## src/rtl/prng_pool.sv

```systemverilog
// prng_pool
// ---------
// A pool of independent random-word generators. Each channel runs its own
// Galois LFSR. The LFSR steps one bit per cycle into a shift register until
// OUTPUT_BITS bits are collected. The finished word is then held, with valid
// high, until the consumer acknowledges it with taken. An external entropy bit
// can be folded into the top of each LFSR on every step.
//
// Parameters
//   CHANNELS    number of independent channels (1..16)
//   LFSR_BITS   width of each channel's LFSR (4..64)
//   OUTPUT_BITS width of each delivered word (2..128)
//   POLYNOMIAL  Galois feedback mask, LFSR_BITS wide
//   SEED        base seed, LFSR_BITS wide; each channel derives its own from it
//
// Ports
//   clk      clock, all state changes on the rising edge
//   rst      asynchronous active-high reset
//   entropy  per-channel entropy bit, mixed in only while that channel fills
//   reseed   synchronous pulse: restart every channel from its seed
//   taken    per-channel acknowledge, honoured only while valid is high
//   valid    per-channel word-available flag
//   random   packed words, channel c at [c*OUTPUT_BITS +: OUTPUT_BITS]

module prng_pool #(
   parameter int                   CHANNELS    = 4,
   parameter int                   LFSR_BITS   = 32,
   parameter int                   OUTPUT_BITS = 32,
   parameter logic [LFSR_BITS-1:0] POLYNOMIAL  = 32'h8020_0003,
   parameter logic [LFSR_BITS-1:0] SEED        = 32'h1234_5678
) (
   input  logic                            clk,
   input  logic                            rst,
   input  logic [CHANNELS-1:0]             entropy,
   input  logic                            reseed,
   input  logic [CHANNELS-1:0]             taken,
   output logic [CHANNELS-1:0]             valid,
   output logic [CHANNELS*OUTPUT_BITS-1:0] random
);

   localparam int CNT_W = $clog2(OUTPUT_BITS);
   localparam logic [CNT_W-1:0] CNT_LAST = CNT_W'(OUTPUT_BITS - 1);

   typedef enum logic {
      FILL = 1'b0,
      HOLD = 1'b1
   } state_t;

   // Channel seeds are spread with a golden-ratio multiplier so that
   // neighbouring channels start far apart. An all-zero seed would lock the
   // LFSR, so the polynomial is used in its place.
   function automatic logic [LFSR_BITS-1:0] chan_seed(input int idx);
      logic [LFSR_BITS-1:0] mix;
      logic [LFSR_BITS-1:0] s;
      mix = LFSR_BITS'(64'(idx) * 64'h0000_0000_9E37_79B9);
      s   = SEED ^ mix;
      return (s == '0) ? POLYNOMIAL : s;
   endfunction

   for (genvar c = 0; c < CHANNELS; c++) begin : g_chan
      localparam logic [LFSR_BITS-1:0] SEED_C = chan_seed(c);

      state_t                 state_q, state_d;
      logic [LFSR_BITS-1:0]   lfsr_q, lfsr_d;
      logic [LFSR_BITS-1:0]   step;
      logic [OUTPUT_BITS-1:0] word_q, word_d;
      logic [CNT_W-1:0]       cnt_q, cnt_d;

      always_comb begin
         state_d = state_q;
         lfsr_d  = lfsr_q;
         word_d  = word_q;
         cnt_d   = cnt_q;

         step = (lfsr_q >> 1) ^ (lfsr_q[0] ? POLYNOMIAL : '0);
         step[LFSR_BITS-1] = step[LFSR_BITS-1] ^ entropy[c];

         if (reseed) begin
            // Reseed wins over both stepping and acknowledge; held words are lost.
            state_d = FILL;
            lfsr_d  = SEED_C;
            word_d  = '0;
            cnt_d   = '0;
         end else begin
            unique case (state_q)
               FILL: begin
                  // Entropy can cancel the feedback and zero the register;
                  // restart from the seed rather than lock up.
                  lfsr_d = (step == '0) ? SEED_C : step;
                  word_d = {word_q[OUTPUT_BITS-2:0], lfsr_q[0]};
                  if (cnt_q == CNT_LAST) begin
                     state_d = HOLD;
                     cnt_d   = '0;
                  end else begin
                     cnt_d = cnt_q + CNT_W'(1);
                  end
               end
               HOLD: begin
                  if (taken[c]) begin
                     state_d = FILL;
                     cnt_d   = '0;
                  end
               end
               default: state_d = FILL;
            endcase
         end
      end

      always_ff @(posedge clk or posedge rst) begin
         if (rst) begin
            state_q <= FILL;
            lfsr_q  <= SEED_C;
            word_q  <= '0;
            cnt_q   <= '0;
         end else begin
            state_q <= state_d;
            lfsr_q  <= lfsr_d;
            word_q  <= word_d;
            cnt_q   <= cnt_d;
         end
      end

      assign valid[c] = (state_q == HOLD);
      assign random[c*OUTPUT_BITS +: OUTPUT_BITS] = word_q;
   end

endmodule
```

## config.mk

```make
export PLATFORM = sky130hd
export DESIGN_NAME = prng_pool
export DESIGN_NICKNAME = d
export VERILOG_FILES = /design/src/rtl/prng_pool.sv
export SDC_FILE = /design/constraint.sdc
export NUM_CORES = 1
export LEC_CHECK = 0
export ABC_AREA = 0
export CORE_MARGIN = 5
export CORE_UTILIZATION = 61
export CTS_CLUSTER_DIAMETER = 150
export DETAILED_ROUTE_END_ITERATION = 7
export GPL_TIMING_DRIVEN = 0
export PLACE_DENSITY = 0.91
export SETUP_SLACK_MARGIN = 0.02
export SYNTH_ARGS = -nofsm -noshare
export SYNTH_HDL_FRONTEND = slang
export SYNTH_SLANG_ARGS = --single-unit
export TNS_END_PERCENT = 30
```

## constraint.sdc

```tcl
create_clock -name clk -period 19.4 [get_ports clk]
set_input_delay 5.82 -clock clk [delete_from_list [all_inputs] [get_ports clk]]
set_output_delay 5.82 -clock clk [all_outputs]
set_load 0.01 [all_outputs]
```

# Word-level counts from Yosys, hierarchy flattened
# Cells that the tools add are included.
[op_classes]
n_addsub = 4
n_mul = 0
div = 0
magnitude_cmp = 0
n_eq_ne = 12
n_shift = 0
mux = 56
bitwise = 12
reduce_logical = 4
[ops]
columns = ["operator", "n"]
rows = [
  ["32-bit two-way mux", 24],
  ["32-bit logical NOT", 4],
  ["31-bit by 32-bit bitwise XOR with 32-bit output", 4],
  ["5-bit two-way mux", 12],
  ["5-bit case mux with 2 select lines", 4],
  ["5-bit by 1-bit adder with 5-bit output (second input constant)", 4],
  ["5-bit == test (second input constant)", 4],
  ["1-bit two-way mux", 12],
  ["3-bit inequality test (second input constant)", 4],
  ["2-bit inequality test (second input constant)", 4],
  ["1-bit case mux with 2 select lines", 4],
  ["1-bit inverter", 4],
  ["1-bit bitwise XOR", 4],
]
[word_totals]
ff_bits = 280
latchBits = 0
ram_bits = 0
mem_bits_ro = 0
inputBits = 11
elab_cells = 104
mem_count = 0

# Depth between registers and ports, before layout
[logic_depth]
word_depth = 7
depth_mapped = 7
depth_no_buf = 6

# Least setup slack after synthesis
# Ideal clock, no wire load.
[synth_timing]
kind = "input to register"
start = "input port entropy[3]"
end = "register g_chan[3].lfsr_q[0]"
setup_ps = 81
t_arrival_ps = 6990
required_time_ps = 19319
slack_ps = 12328
path_stages = 5
path_buffers = 1
path_cell_list = "or4_4 a211oi_4 buf_6 nor4_2 a211oi_2"
[synth_between]
elab_chain_len = 5
[synth_lines]
columns = ["element", "line", "source"]
rows = [
  ["start: declaration", "34", "input logic [CHANNELS-1:0] entropy,"],
  ["1-bit bitwise XOR", "76", "step[LFSR_BITS-1] = step[LFSR_BITS-1] ^ entropy[c];"],
  ["32-bit logical NOT", "89", "lfsr_d = (step == '0) ? SEED_C : step;"],
  ["32-bit two-way mux", "89", ""],
  ["32-bit two-way mux", "85", "unique case (state_q)"],
  ["32-bit two-way mux", "78", "if (reseed) begin"],
  ["end signal: assignment", "117", "lfsr_q <= lfsr_d;"],
  ["end: declaration", "64", "logic [LFSR_BITS-1:0] lfsr_q, lfsr_d;"],
]
# Every way passes these cells. The select of a mux whose other input is x is not followed.
# A chain may end at the register's enable or synchronous reset.

# Final worst setup path
[layout_timing]
start = "register g_chan[1].state_q"
end = "output port valid[1]"
[layout_rtl]
columns = ["element", "line", "source"]
rows = [
  ["start: declaration", "63", "state_t state_q, state_d;"],
  ["start signal: assignment", "116", "state_q <= state_d;"],
  ["end: declaration", "37", "output logic [CHANNELS-1:0] valid,"],
]
# No word-level cell between the ends.

==> results.toml <==
[timing]
slew_headroom_pct = 40.2
finalSetupViolCount = 0
fin_tns_setup_ps = 0
hold_viol = 0
fin_crit_sh_pct = 37.9
rsz0062_at_grt = "no"
fin_skew_ps = 14.1
period_needed_ps = 7350
slew_viol_final = 0
worstMarginPinSlew_ps = 897
finalWorstSetupSlack_ps = 12050
fmax_mhz = 136
whs_ps = 521

[global_route]
grt_max_degree = 137
track_usage_pct = 23.8
grt_overflow = 0
antenna_found_initial = 0
grt_pass1_vias = 9370
use_met1_pct = 31.1
met2_usage_pct = 41.6
grt.busiest_layer = "met2"
grtUsageMet3_pct = 3.17
grt_pass1_wl_mm = 47.0

[synthesis]
avgSynthCellArea_um2 = 11.3
netlist.area_leader.share_pct = 45.1
syn_area_um2 = 12500
synth_nets = 1122
synthCells = 1103
synthDistinctLibCells = 40
ys_warn_count = 0
synth_top_area_cell = "dfrtp_1"
ys_top_cells_by_area = "dfrtp_1 45%, mux2i_1 15%, dfstp_2 12%"
synth-seq-cells = 280
ys_seq_area_share_pct = 56.7

[placed_design]
hpwl_mm = 18.3
gp_congestion = 0.851
portBuffers = 141
place_area_um2 = 14300
place_inst = 1516
dp_worst_setup_slack_ps = 11680

[cells_and_area]
area_growth_pct = 21.8
nFillCells = 1342
post-route-util_pct = 75.4
drive_above_1_share_pct = 14.5
design_area_um2 = 15200
stdcell_count = 1569
layout_common_cells = "225 x dfrtp_1, 222 x nor2_1, 191 x mux2i_1"
layout.nets = 1296
layout_commonest_cell = "dfrtp_1"
diodes = 0

[die]
fp.dieH_um = 153
core-area_um2 = 20200
dieArea_um2 = 23400
die_w_um = 153
pin_count = 143
start_util_pct = 61.9
num_rows = 52

[setup_path]
worst_setup_path_end_kind = "output pin"
r2r-start = "g_chan[1].state_q$_DFF_PP0_"
r2r_slack_ps = 17210
path_class = "register to output pin"
reg2reg_to = "g_chan[1].word_q[1]$_DFFE_PP0P_"
slowest_stage = "clkdlybuf4s50_1"
path_max_fanout = 2
rr_worst_depth = 5
cp.arrival_ps = 1530
worstSetupStartpointType = "register"
cp.buffers_inverters = 2
path_cells = "buf_4, clkdlybuf4s50_1"
critPathTopFamily = "buffers and inverters"
crit_required_ps = 13580
cp_slowest_stage_delay_ps = 530

[clock_tree]
cts.sinks = 280
htreeDepth = 1
max-clock-path-buffers = 3
cts.clk_slew.worst_paths_ps = 60
clk-insertion-delay-late_ps = 540
cts_tree = "built"
post-cts-setup-buffers = 0
cts_buffers = 29
cts_resized = 0
cts-root-buf = "clkbuf_16"
ctsHoldBuffers = 0

[routing]
drc = 0
drt_iter0_drc = 566
ant_nets = 0
dr_total_vias = 8913
wire_per_inst_um = 17.9
avgViaCountPerCell = 5.68
drtPass1Iterations = 5
wirelength_mm = 28.1

[hold_path]
min_from = "g_chan[0].word_q[31]$_DFFE_PP0P_"
hp-class = "register to register"
hold_end = "g_chan[0].word_q[31]$_DFFE_PP0P_"
hold-path-cell-count = 2

[status]
run_status = "complete, no violations"

[power]
total_power_mw = 1.26
p_leak_nw = 6.18
power_density_nw_per_um2 = 83.0
ir_drop_v = 0.0000691

[flow_run]
cap_viol_max_count = 0
## cell usage after synthesis
library cell / n
inv_1: 4
nor2_1: 222
a21oi_1: 24
mux2i_1: 191
nand4_1: 16
nor3_1: 30
o22ai_1: 25
o21bai_2: 11
o32a_1: 3
nor3_2: 10
dfrtp_1: 225
xnor2_1: 9
clkinv_1: 2
and3_1: 4
a22oi_1: 2
o21bai_1: 17
buf_4: 6
buf_2: 22
buf_1: 13
a211oi_4: 2
nand2_1: 11
a211oi_2: 3
ha_1: 8
or4_1: 2
nand2b_1: 27
a311oi_1: 4
nor4_1: 29
o32ai_1: 1
nor2b_1: 34
or2_2: 23
nand3b_1: 5
a211oi_1: 4
xor2_1: 7
mux2_2: 1
or4_4: 2
dfstp_2: 55
clkbuf_1: 33
buf_6: 7
nor4_2: 1
o21ai_0: 8
## cell families (layout without fill, tap and decap cells)
kind of cell	Yosys count	after routing	share of synthesized area, %
compound gates	104	104	6.13
xor+xnor	16	16	1.12
fa+ha+maj	8	8	0.802
buf+inv	87	283	3.44
flops	280	280	56.7
mux	192	192	15.4
simple gates	416	416	16.4
## worst min-delay path: cells and delay by family (launching register included)
family | cells | cell delay [ps]
and+or+nand+nor | 1 | 80
DFF | 1 | 340
muxes | 1 | 70
## cell type report
class / instances / area (um^2) / area share (%)
Buffer: 81 / 407 / 2.67
Tap cell: 270 / 338 / 2.22
Timing Repair Buffer: 143 / 1470 / 9.65
Multi-Input combinational cell: 736 / 4970 / 32.7
Inverter: 6 / 30.0 / 0.198
Clock inverter: 7 / 63.8 / 0.420
Clock buffer: 46 / 850 / 5.59
Sequential cell: 280 / 7080 / 46.5
## sequential cells by signal (all words and copies together) (netlist names)
signal,flops
g_chan.lfsr_q,128
g_chan.cnt_q,20
g_chan.state_q,4
g_chan.word_q,128
## power by group
part / total (mW) / internal [mW] / switching (mW)
clock network: 0.534 / 0.312 / 0.221
registers: 0.636 / 0.614 / 0.0223
logic: 0.0913 / 0.0392 / 0.0521
total: 1.26 / 0.966 / 0.296
## layer usage
| layer | vias to the layer above | share of wire [%] |
|---|---|---|
| met2 | 248 | 51 |
| met5 | - | 0 |
| met4 | 0 | 2.8 |
| met3 | 64 | 4.6 |
| met1 | 4445 | 42 |
| li1 | 4156 | - |
## how the worst max path moves through the flow
stage / slack [ps] / from / endpoint / cells after the start
after global routing: 12010 / g_chan[1].state_q$_DFF_PP0_ / valid[1] / 2
after CTS: 12030 / g_chan[1].state_q$_DFF_PP0_ / valid[1] / 2
after floorplan: 5950 / rst / g_chan[0].cnt_q[0]$_DFFE_PP0P_ / 1
after global placement: 2780 / rst / g_chan[0].word_q[13]$_DFFE_PP0P_ / 2
final: 12050 / g_chan[1].state_q$_DFF_PP0_ / valid[1] / 2
after detailed placement: 11680 / entropy[3] / g_chan[3].lfsr_q[0]$_DFFE_PP1P_ / 6
Note: power is estimated with default switching activity, not from simulation.
